### src/rtl/pipe_ctrl_pkg.sv
// rtl/pipe_ctrl_pkg.sv - shared opcode constants and sequencing state type
//
// Purpose: definitions shared by the pipeline sequencing control logic.
//   OP_LW / OP_LM / OP_SM : 4-bit opcodes the RR/EX sequencing cares about.
//   state_e               : LM/SM expansion state (idle or sequencing beats).
package pipe_ctrl_pkg;

  localparam logic [3:0] OP_LW = 4'b0100;
  localparam logic [3:0] OP_LM = 4'b0110;
  localparam logic [3:0] OP_SM = 4'b0111;

  typedef enum logic {
    ST_IDLE,
    ST_SEQ
  } state_e;

endpackage

### src/rtl/lsb_pick.sv
// rtl/lsb_pick.sv - lowest-set-bit index and one-hot select of a vector
//
// Purpose: combinational priority pick of the lowest set bit.
// Ports:
//   vec_i    : input vector to scan.
//   idx_o    : index of the lowest set bit (0 when vec_i is zero).
//   onehot_o : one-hot mask of that bit (zero when vec_i is zero); the caller
//              clears it with vec & ~onehot_o.
module lsb_pick #(
  parameter int W  = 8,
  parameter int IW = 3
) (
  input  logic [W-1:0]  vec_i,
  output logic [IW-1:0] idx_o,
  output logic [W-1:0]  onehot_o
);

  // Scan from the top down so the last hit, the lowest bit, wins.
  always_comb begin
    idx_o    = '0;
    onehot_o = '0;
    for (int i = W - 1; i >= 0; i--) begin
      if (vec_i[i]) begin
        idx_o       = IW'(i);
        onehot_o    = '0;
        onehot_o[i] = 1'b1;
      end
    end
  end

endmodule

### src/rtl/rr_stage_ctrl.sv
// rtl/rr_stage_ctrl.sv - RR/EX boundary sequencing: hazards, flushes, LM/SM expansion
//
// Purpose: drives front-end write enables, younger-stage flushes and the RR/EX
// valid bit. Inserts a one-cycle bubble on a load-use hazard, flushes on an EX
// redirect, and expands LM/SM into one micro-op per set mask bit while holding
// the front end.
// Optional feature macro: RR_STAGE_CTRL_PERF_CNT_EN enables saturating stall and
// flush counters; without it stall_cnt / flush_cnt are constant zero.
// Ports:
//   clock, reset              : clock, asynchronous active-high reset.
//   rr_valid, rr_opcode       : RR instruction valid and opcode.
//   rr_rs, rr_rt, rr_uses_*   : RR source registers and their use flags.
//   rr_mask                   : LM/SM register mask.
//   ex_valid, ex_is_load,
//   ex_rd, ex_redirect        : EX instruction info and taken-redirect strobe.
//   pc_we, ifid_we, idrr_we   : front-end register enables.
//   ifid_flush, idrr_flush    : clear the younger stage valids.
//   rrex_valid_in             : valid written into RR/EX.
//   lmsm_active, lmsm_reg,
//   lmsm_offset               : current LM/SM micro-op register and word offset.
//   stall_cnt, flush_cnt      : performance counters.
module rr_stage_ctrl
  import pipe_ctrl_pkg::*;
#(
  parameter int REG_AW = 3,
  parameter int MASK_W = 8,
  parameter int CNT_W  = 16
) (
  input  logic              clock,
  input  logic              reset,
  input  logic              rr_valid,
  input  logic [3:0]        rr_opcode,
  input  logic [REG_AW-1:0] rr_rs,
  input  logic [REG_AW-1:0] rr_rt,
  input  logic              rr_uses_rs,
  input  logic              rr_uses_rt,
  input  logic [MASK_W-1:0] rr_mask,
  input  logic              ex_valid,
  input  logic              ex_is_load,
  input  logic [REG_AW-1:0] ex_rd,
  input  logic              ex_redirect,
  output logic              pc_we,
  output logic              ifid_we,
  output logic              idrr_we,
  output logic              ifid_flush,
  output logic              idrr_flush,
  output logic              rrex_valid_in,
  output logic              lmsm_active,
  output logic [REG_AW-1:0] lmsm_reg,
  output logic [REG_AW-1:0] lmsm_offset,
  output logic [CNT_W-1:0]  stall_cnt,
  output logic [CNT_W-1:0]  flush_cnt
);

  state_e              state_q, state_d;
  logic [MASK_W-1:0]   mask_q, mask_d;
  logic [REG_AW-1:0]   offset_q, offset_d;

  logic [REG_AW-1:0]   rr_idx;
  logic [MASK_W-1:0]   rr_onehot;
  logic [MASK_W-1:0]   rr_rest;
  logic [REG_AW-1:0]   sq_idx;
  logic [MASK_W-1:0]   sq_onehot;
  logic [MASK_W-1:0]   sq_rest;
  logic                luse;
  logic                is_lmsm;

  lsb_pick #(.W(MASK_W), .IW(REG_AW)) u_pick_rr (
    .vec_i    (rr_mask),
    .idx_o    (rr_idx),
    .onehot_o (rr_onehot)
  );

  lsb_pick #(.W(MASK_W), .IW(REG_AW)) u_pick_sq (
    .vec_i    (mask_q),
    .idx_o    (sq_idx),
    .onehot_o (sq_onehot)
  );

  assign rr_rest = rr_mask & ~rr_onehot;
  assign sq_rest = mask_q & ~sq_onehot;
  assign is_lmsm = (rr_opcode == OP_LM) || (rr_opcode == OP_SM);
  assign luse    = ex_valid & ex_is_load & rr_valid &
                   ((rr_uses_rs & (rr_rs == ex_rd)) | (rr_uses_rt & (rr_rt == ex_rd)));

  always_comb begin
    pc_we         = 1'b1;
    ifid_we       = 1'b1;
    idrr_we       = 1'b1;
    ifid_flush    = 1'b0;
    idrr_flush    = 1'b0;
    rrex_valid_in = 1'b0;
    lmsm_active   = 1'b0;
    lmsm_reg      = '0;
    lmsm_offset   = '0;
    state_d       = state_q;
    mask_d        = mask_q;
    offset_d      = offset_q;

    if (reset) begin
      // Keep the front end flowing and flushed while held in reset.
      ifid_flush = 1'b1;
      idrr_flush = 1'b1;
      state_d    = ST_IDLE;
      mask_d     = '0;
      offset_d   = '0;
    end else if (ex_redirect) begin
      ifid_flush = 1'b1;
      idrr_flush = 1'b1;
      state_d    = ST_IDLE;
      mask_d     = '0;
      offset_d   = '0;
    end else if (state_q == ST_SEQ) begin
      rrex_valid_in = 1'b1;
      lmsm_active   = 1'b1;
      lmsm_reg      = sq_idx;
      lmsm_offset   = offset_q;
      mask_d        = sq_rest;
      offset_d      = offset_q + REG_AW'(1);
      if (sq_rest == '0) begin
        // Last beat: release the front end; offset restarts so it never wraps.
        state_d  = ST_IDLE;
        offset_d = '0;
      end else begin
        pc_we   = 1'b0;
        ifid_we = 1'b0;
        idrr_we = 1'b0;
      end
    end else if (luse) begin
      pc_we   = 1'b0;
      ifid_we = 1'b0;
      idrr_we = 1'b0;
    end else if (rr_valid && is_lmsm) begin
      // An empty mask retires as a NOP: nothing enters RR/EX.
      if (rr_mask != '0) begin
        rrex_valid_in = 1'b1;
        lmsm_active   = 1'b1;
        lmsm_reg      = rr_idx;
        if (rr_rest != '0) begin
          pc_we    = 1'b0;
          ifid_we  = 1'b0;
          idrr_we  = 1'b0;
          mask_d   = rr_rest;
          offset_d = REG_AW'(1);
          state_d  = ST_SEQ;
        end
      end
    end else begin
      rrex_valid_in = rr_valid;
    end
  end

  always_ff @(posedge clock or posedge reset) begin
    if (reset) begin
      state_q  <= ST_IDLE;
      mask_q   <= '0;
      offset_q <= '0;
    end else begin
      state_q  <= state_d;
      mask_q   <= mask_d;
      offset_q <= offset_d;
    end
  end

`ifdef RR_STAGE_CTRL_PERF_CNT_EN
  logic [CNT_W-1:0] stall_q;
  logic [CNT_W-1:0] flush_q;

  always_ff @(posedge clock or posedge reset) begin
    if (reset) begin
      stall_q <= '0;
      flush_q <= '0;
    end else begin
      if (!pc_we && (stall_q != '1)) begin
        stall_q <= stall_q + CNT_W'(1);
      end
      if (ex_redirect && (flush_q != '1)) begin
        flush_q <= flush_q + CNT_W'(1);
      end
    end
  end

  assign stall_cnt = stall_q;
  assign flush_cnt = flush_q;
`else
  assign stall_cnt = '0;
  assign flush_cnt = '0;
`endif

endmodule

### config.mk
export PLATFORM = sky130hd
export DESIGN_NAME = rr_stage_ctrl
export DESIGN_NICKNAME = d
export VERILOG_FILES = /design/src/rtl/pipe_ctrl_pkg.sv /design/src/rtl/lsb_pick.sv /design/src/rtl/rr_stage_ctrl.sv
export SDC_FILE = /design/constraint.sdc
export NUM_CORES = 1
export LEC_CHECK = 0
export ABC_AREA = 1
export CAP_MARGIN = 5
export CELL_PAD_IN_SITES_DETAIL_PLACEMENT = 1
export CELL_PAD_IN_SITES_GLOBAL_PLACEMENT = 1
export CORE_UTILIZATION = 25
export CTS_CLUSTER_DIAMETER = 200
export DETAILED_ROUTE_END_ITERATION = 8
export GPL_ROUTABILITY_DRIVEN = 0
export PLACE_DENSITY_LB_ADDON = 0.1
export SLEW_MARGIN = 20
export SYNTH_ARGS = -nofsm -noshare
export SYNTH_HDL_FRONTEND = slang
export SYNTH_SLANG_ARGS = --single-unit
### constraint.sdc
create_clock -name clock -period 1.9 [get_ports clock]
set_input_delay 0.38 -clock clock [delete_from_list [all_inputs] [get_ports clock]]
set_output_delay 0.38 -clock clock [all_outputs]
set_load 0.05 [all_outputs]
==> summary.md, run 1 <==
| Metric | Value |
|---|---|
| Post-synth EDFFs | `0` |
| Top cell by count, worst path | `nand2_2` |
| PD cells | `406 nW/um^2` |
| Die Height | `76.3 um` |
| DRC viols | `0` |
| Design Power | `972 uW` |
| Fin worst setup slack | `-0.111 ns` |
| DRT iter0 DRCs | `54` |
| Worst EP required | `1.52 ns` |
| Initial core utilization | `26.5%` |
| Final Non-Filler Cells | `383` |
| FF+latch count, synth | `11` |
| Number of setup violations in the final report | `5` |
| Clk Tree Root Cell | `clkbuf_8` |
| Maxcap violations | `0` |
| Max-slew violation count | `0` |
| Final global-route overflow total | `0` |
| Failing checks | `setup timing` |
| Netlist cell types | `25` |
| Routed via count | `1640` |
| Min Tclk post-route | `2.01 ns` |
| Synth area leader | `dfrtp_1` |
| Register area share after synthesis | `19.9%` |
| Syn Inst Count | `231` |
| Port bufs | `40` |
| Reg-to-reg setup timing slack | `0.33 ns` |
| Maximum fanout along the worst path | `3` |
| HP Class | `input pin to async pin` |
| Register area | `277 sq um` |
| Fin util | `45.9%` |
| Vias/cell | `4.28` |
| CTS buffer count | `3` |
| Avg Inst Size Synth | `5.97 sq um` |
| CTS tree | `yes` |
| Fin. Hold Viols | `0` |
| # diodes | `0` |
| Clock Latency Late Sink | `0.24 ns` |
| Drt wl/cell | `12.1 um` |
| Post-synth top flop | `dfrtp_1` |
| Final Cycle Share | `106%` |
| GR Util All Layers | `16.2%` |
| Row count | `26` |
| DRT Wirelength | `4650 um` |
| Highest Clock Rate | `0.497 GHz` |
| R2r worst-path depth | `12` |
| Sink Count | `11` |
| Outcome | `finished with violations` |
| WP data arrival | `1.63 ns` |
| Inst Count DP | `364` |
| Largest net degree at the start of global routing | `12` |
| HPWL after DPL | `3610 um` |
| Yosys warning count | `0` |
| First-pass GRT wire length | `7640 um` |
| Crit-path slowest cell | `dfrtp_1` |
| Critical path endpoint category | `primary output` |
| R2R Path Start | `mask_q[1]` |
| First-pass DRT Iterations | `4` |
| Synth Cell Area | `1380 sq um` |
| Worst path max stage delay | `0.42 ns` |
| RSZ-0062 raised after global routing | `true` |
| Max Root-Sink Buffers | `2` |
| Synth top area share | `19.9%` |
| Max VDD drop | `0.000319 V` |
| Clock Skew | `0.00499 ns` |
| Leak pwr | `0.00126 uW` |
| Number of global-route vias before repair | `1652` |
| Die area | `5820 sq um` |
| Antenna-violating nets left | `0` |
| Filler cell count | `684` |
| Area grow syn2layout | `73.3%` |
| I/O Pins | `74` |
| H-tree depth | `1` |
| R2R Path End | `offset_q[0]` |
| Multi-input gate area | `1070 sq um` |
| Startpoint types | `register` |
| Setup CP Type | `register to primary output` |
| Die Wd | `76.3 um` |
| Asr flop ratio synth | `100%` |
| Initial antenna violation count | `0` |
| Clock slew at reported path FFs | `0.06 ns` |
| CP cell instances | `nor2_4 > nand3_2 > nand2_2 > inv_2 > nor2_2 > nand3_2 > nand2_2 > nand2_2 > nand2_4 > buf_12` |
| Post-layout nets | `344` |
| Core area | `5200 sq um` |
| Share of layout cells above drive strength 1 | `49.5%` |
| Top post-synthesis cells by area | `dfrtp_1 20%, buf_4 19%, nand2_1 17%` |
## flip-flops by register name (all words and copies together) (netlist names)
signal    cells
mask_q        7
offset_q      3
state_q       1
## Yosys cell counts, types with 2 or more instances
cell type	number
a21oi_1	7
inv_1	25
nand2_1	63
nand3_1	13
dfrtp_1	11
buf_4	35
nor2_1	31
o21ai_1	6
nor2_4	3
nand2_2	2
o22ai_1	4
o21ai_0	8
o31ai_1	4
inv_2	7
nand3b_1	2
## worst max-delay path, delay by kind of cell, from the launching register on
| family | cells | cell delay, ns |
|---|---|---|
| AND/OR/NAND/NOR | 8 | 0.79 |
| flip-flops | 1 | 0.42 |
| buffers and inverters | 2 | 0.18 |
## metal layers
layer / vias to the layer above / share of wire, % / GRT usage [%]
met5: - / 0 / 0
met4: 0 / 0.62 / 2.50
met3: 4 / 5.2 / 3.35
met2: 52 / 50 / 29.4
met1: 767 / 44 / 19.9
li1: 817 / - / -
## stage by stage
step	hold WS, ns	area, sq um	setup TNS (ns)	setup WS (ns)
after floorplan	0.232	1540	-0.717	-0.154
after global placement	0.529	2090	-6.08	-0.502
after detailed placement	0.534	2090	-6.16	-0.502
after CTS	0.457	2310	-0.548	-0.128
after global routing	0.456	2390	-1.01	-0.231
final	0.383	2390	-0.443	-0.111
## cell usage in the layout, fill, tap and decap left out, drive strengths merged, types with 8 or more instances in the layout
| cell | count |
|---|---|
| clkbuf | 8 |
| nor2 | 35 |
| o21ai | 14 |
| a21oi | 8 |
| buf | 70 |
| nand3 | 14 |
| inv | 32 |
| conb | 32 |
| dfrtp | 11 |
| nand2 | 65 |
## repair_timing
item / in CTS / in global routing
endpoints found under the setup margin: 12 / 19
pin swaps: 39 / 28
gates resized for setup: 109 / 41
hold buffers: 0 / 0
setup buffers: 14 / 2
## worst max path at each step
| stage | startpoint | endpoint | slack [ns] |
|---|---|---|---|
| after detailed placement | rr_mask[0] | pc_we | -0.50 |
| after CTS | mask_q[1] | pc_we | -0.13 |
| after global placement | rr_mask[1] | pc_we | -0.50 |
| after global routing | mask_q[1] | ifid_we | -0.23 |
| final | mask_q[1] | pc_we | -0.11 |
| after floorplan | reset | lmsm_offset[0] | -0.15 |
## cells by family after synthesis
kind of cell	count (synthesis)	share of synthesized area (%)
AO/OA/AOI/OAI	31	12.7
XOR/XNOR	1	0.635
adder cells (fa/ha/maj)	1	0.906
buffers and inverters	69	28.9
flip-flops	11	19.9
other	1	0.272
AND/OR/NAND/NOR	117	36.6
## layout make-up
class                      count  share of cell area [%]
clock inverter                 1                   0.209
clock buffer                   3                    1.73
multi-input combinational    182                    44.7
inverter                      32                    5.13
sequential                    11                    11.6
tap                           70                    3.66
timing repair buffer          84                    33.0
## where the power goes
| part | internal (uW) | switching, uW | total, uW | leakage, uW |
|---|---|---|---|---|
| sequential | 243 | 11.3 | 255 | 0.000148 |
| clock | 145 | 98.3 | 243 | 0.0000255 |
| combinational | 154 | 320 | 474 | 0.00109 |
Note: power is estimated with default switching activity, not from simulation.
==> run 2, diff against run 1 <==
--- a/config.mk
+++ b/config.mk
@@ -13,7 +13,8 @@
 export CTS_CLUSTER_DIAMETER = 200
 export DETAILED_ROUTE_END_ITERATION = 8
 export GPL_ROUTABILITY_DRIVEN = 0
-export PLACE_DENSITY_LB_ADDON = 0.1
+export PLACE_DENSITY = 0.88
+export SKIP_CTS_REPAIR_TIMING = 1
 export SLEW_MARGIN = 20
 export SYNTH_ARGS = -nofsm -noshare
 export SYNTH_HDL_FRONTEND = slang
==> run 2 against run 1 <==
Effect of this change:
- die area is the same
- hold slack lost 0.069 ns
- utilization is 0.072 points lower
- sequential power hardly changed
- global-route usage shrank 0.46 points
- the flow still finishes with violations (setup timing)
- critical path type unchanged
- routed wire length grew 16%
- maximum frequency down 9.6%
- critical path depth unchanged
- first-iteration DRC count down 48%
- combinational power is 1% higher
==> summary.md, run 2 (synthesis gave the netlist of run 1 again) <==
| Metric | Value |
|---|---|
| Worst EP required | `1.52 ns (about the same)` |
| Max VDD drop | `0.000368 V (was 0.000319 V)` |
| Fin. Hold Viols | `0 (unchanged)` |
| RSZ-0062 raised after global routing | `true (unchanged)` |
| Max Root-Sink Buffers | `2 (unchanged)` |
| Clock Skew | `0.00324 ns (was 0.00499 ns)` |
| First-pass GRT wire length | `7420 um (was 7640 um)` |
| Highest Signal Layer | `met4 (unchanged)` |
| Sink Count | `11 (unchanged)` |
| Max reg flops | `7 (unchanged)` |
| HPWL after DPL | `3760 um (was 3610 um)` |
| R2R Path End | `offset_q[2] (was offset_q[0])` |
| Maxcap violations | `0 (unchanged)` |
| Final global-route overflow total | `0 (unchanged)` |
| Startpoint types | `register (unchanged)` |
| Critical path endpoint category | `primary output (unchanged)` |
| R2R Path Start | `mask_q[1] (unchanged)` |
| Most frequent cells in the layout | `46 x nand2_1, 38 x buf_4, 32 x conb_1 (was 44 x nand2_1, 43 x buf_4, 32 x conb_1)` |
| Initial antenna violation count | `0 (unchanged)` |
| Fin Hold WS | `0.314 ns (was 0.383 ns)` |
| Reg-to-reg setup timing slack | `0.11 ns (was 0.33 ns)` |
| Crit-path slowest cell | `dfrtp_1 (unchanged)` |
| DR WL met2 | `3050 um (was 2320 um)` |
| Fin worst setup slack | `-0.324 ns (was -0.111 ns)` |
| H-tree depth | `1 (unchanged)` |
| Post-Route Setup TNS | `-1.01 ns (was -0.443 ns)` |
| Max-slew violation count | `0 (unchanged)` |
| Commonest non-fill, non-tap cell in the layout | `nand2_1 (unchanged)` |
| Share of layout cells above drive strength 1 | `43.5% (was 49.5%)` |
| DRT Wirelength | `5380 um (was 4650 um)` |
| # diodes | `0 (unchanged)` |
| Worst path max stage delay | `0.44 ns (was 0.42 ns)` |
| Port bufs | `40 (unchanged)` |
| DRC viols | `0 (unchanged)` |
| Core area | `5200 sq um (unchanged)` |
| WP data arrival | `1.84 ns (was 1.63 ns)` |
| Most flop-heavy register | `mask_q (unchanged)` |
| Clock Latency Late Sink | `0.24 ns (about the same)` |
| CP Launch Point | `mask_q[1] (unchanged)` |
| Number of setup violations in the final report | `4 (was 5)` |
| Die area | `5820 sq um (unchanged)` |
| Maximum fanout along the worst path | `4 (was 3)` |
| I/O Pins | `74 (unchanged)` |
| Met3 Routed Length | `214 um (was 241 um)` |
| Post-layout nets | `339 (was 344)` |
| Dpl ws | `-0.477 ns (was -0.502 ns)` |
| CP cell instances | `nor2_4 > nor2_2 > nor2_1 > nand2_1 > nor2_1 > nand3_1 > nand2_2 > nand2_2 > nand2_4 > buf_12 (was nor2_4 > nand3_2 > nand2_2 > inv_2 > nor2_2 > nand3_2 > nand2_2 > nand2_2 > nand2_4 > buf_12)` |
| HP Class | `input pin to async pin (unchanged)` |
| Number of global-route vias before repair | `1642 (was 1652)` |
| Vias/cell | `4.51 (was 4.28)` |
| CTS buffer count | `3 (unchanged)` |
| DRT iter0 DRCs | `28 (was 54)` |
| CTS tree | `yes (unchanged)` |
| Antenna-violating nets left | `0 (unchanged)` |
| Setup CP Type | `register to primary output (unchanged)` |
| Highest Clock Rate | `0.450 GHz (was 0.497 GHz)` |
| Drt wl/cell | `14.2 um (was 12.1 um)` |
| PD cells | `410 nW/um^2 (was 406 nW/um^2)` |
| Largest net degree at the start of global routing | `12 (unchanged)` |
| Clock slew at reported path FFs | `0.05 ns (was 0.06 ns)` |
| Die Wd | `76.3 um (unchanged)` |
| Initial core utilization | `26.5% (unchanged)` |
| Routed via count | `1704 (was 1640)` |
| Filler cell count | `664 (was 684)` |
| Row count | `26 (unchanged)` |
| First-pass DRT Iterations | `4 (unchanged)` |
| M1 WL | `2020 um (was 2060 um)` |
| Leak pwr | `0.00132 uW (was 0.00126 uW)` |
| Area grow syn2layout | `73.0% (was 73.3%)` |
| Top flop regs | `mask_q: 7 flops, offset_q: 3 flops, state_q: 1 flops (unchanged)` |
| Die Height | `76.3 um (unchanged)` |
| Design Power | `979 uW (was 972 uW)` |
| Failing checks | `setup timing (unchanged)` |
| Final Cycle Share | `117% (was 106%)` |
| Min Tclk post-route | `2.22 ns (was 2.01 ns)` |
| GR Util All Layers | `15.7% (was 16.2%)` |
| Fin util | `45.9% (about the same)` |
| R2r worst-path depth | `12 (unchanged)` |
| Outcome | `finished with violations (unchanged)` |
| Clk Tree Root Cell | `clkbuf_8 (unchanged)` |
-- run 2: final cells by class --
cell class / instances / area [sq um] / area share, %
tap: 70 / 87.6 / 3.67
clock buffer: 4 / 45.0 / 1.89
multi-input combinational: 182 / 1010 / 42.4
inverter: 32 / 133 / 5.56
timing repair buffer: 79 / 833 / 34.9
sequential: 11 / 277 / 11.6
-- run 2: critical path, delay by kind of cell (launching register included) --
kind | cells | cell delay, ns
buffers and inverters | 1 | 0.15
flip-flops | 1 | 0.44
AND/OR/NAND/NOR | 9 | 1.01
-- run 2: how the worst max path moves through the flow --
stage,endpoint,slack (ns),cells after the start
detailed placement,pc_we,-0.48,11
global route,pc_we,-0.41,10
floorplan,lmsm_offset[0],-0.15,5
finish,pc_we,-0.32,10
CTS,pc_we,-0.48,11
global placement,pc_we,-0.44,11
-- run 2: power by group --
part	total [uW]	leakage, uW	internal (uW)	switching [uW]
registers	256	0.000148	244	11.7
logic	480	0.00115	158	322
clock network	243	0.0000228	148	95.4
total	979	0.00132	549	429
-- run 2: layer usage --
metal  global-route usage [%]  vias up
met5                        0        -
met4                     5.19        0
met3                     2.04       11
met2                     29.7       57
met1                     18.0      829
li1                         -      807
-- run 2: metrics by stage --
stage | cells | area (sq um)
2_1_floorplan | 262 | 1540
3_3_place_gp | 362 | 2080
3_5_place_dp | 362 | 2080
4_1_cts | 366 | 2120
5_1_grt | 378 | 2390
6_report | 378 | 2390
==> run 3, diff against run 2 <==
--- a/config.mk
+++ b/config.mk
@@ -6,7 +6,7 @@
 export NUM_CORES = 1
 export LEC_CHECK = 0
 export ABC_AREA = 1
-export CAP_MARGIN = 5
+export CAP_MARGIN = 20
 export CELL_PAD_IN_SITES_DETAIL_PLACEMENT = 1
 export CELL_PAD_IN_SITES_GLOBAL_PLACEMENT = 1
 export CORE_UTILIZATION = 25
==> results of run 3 <==
The final DEF is identical to that of run 2; final timing and power are the same.
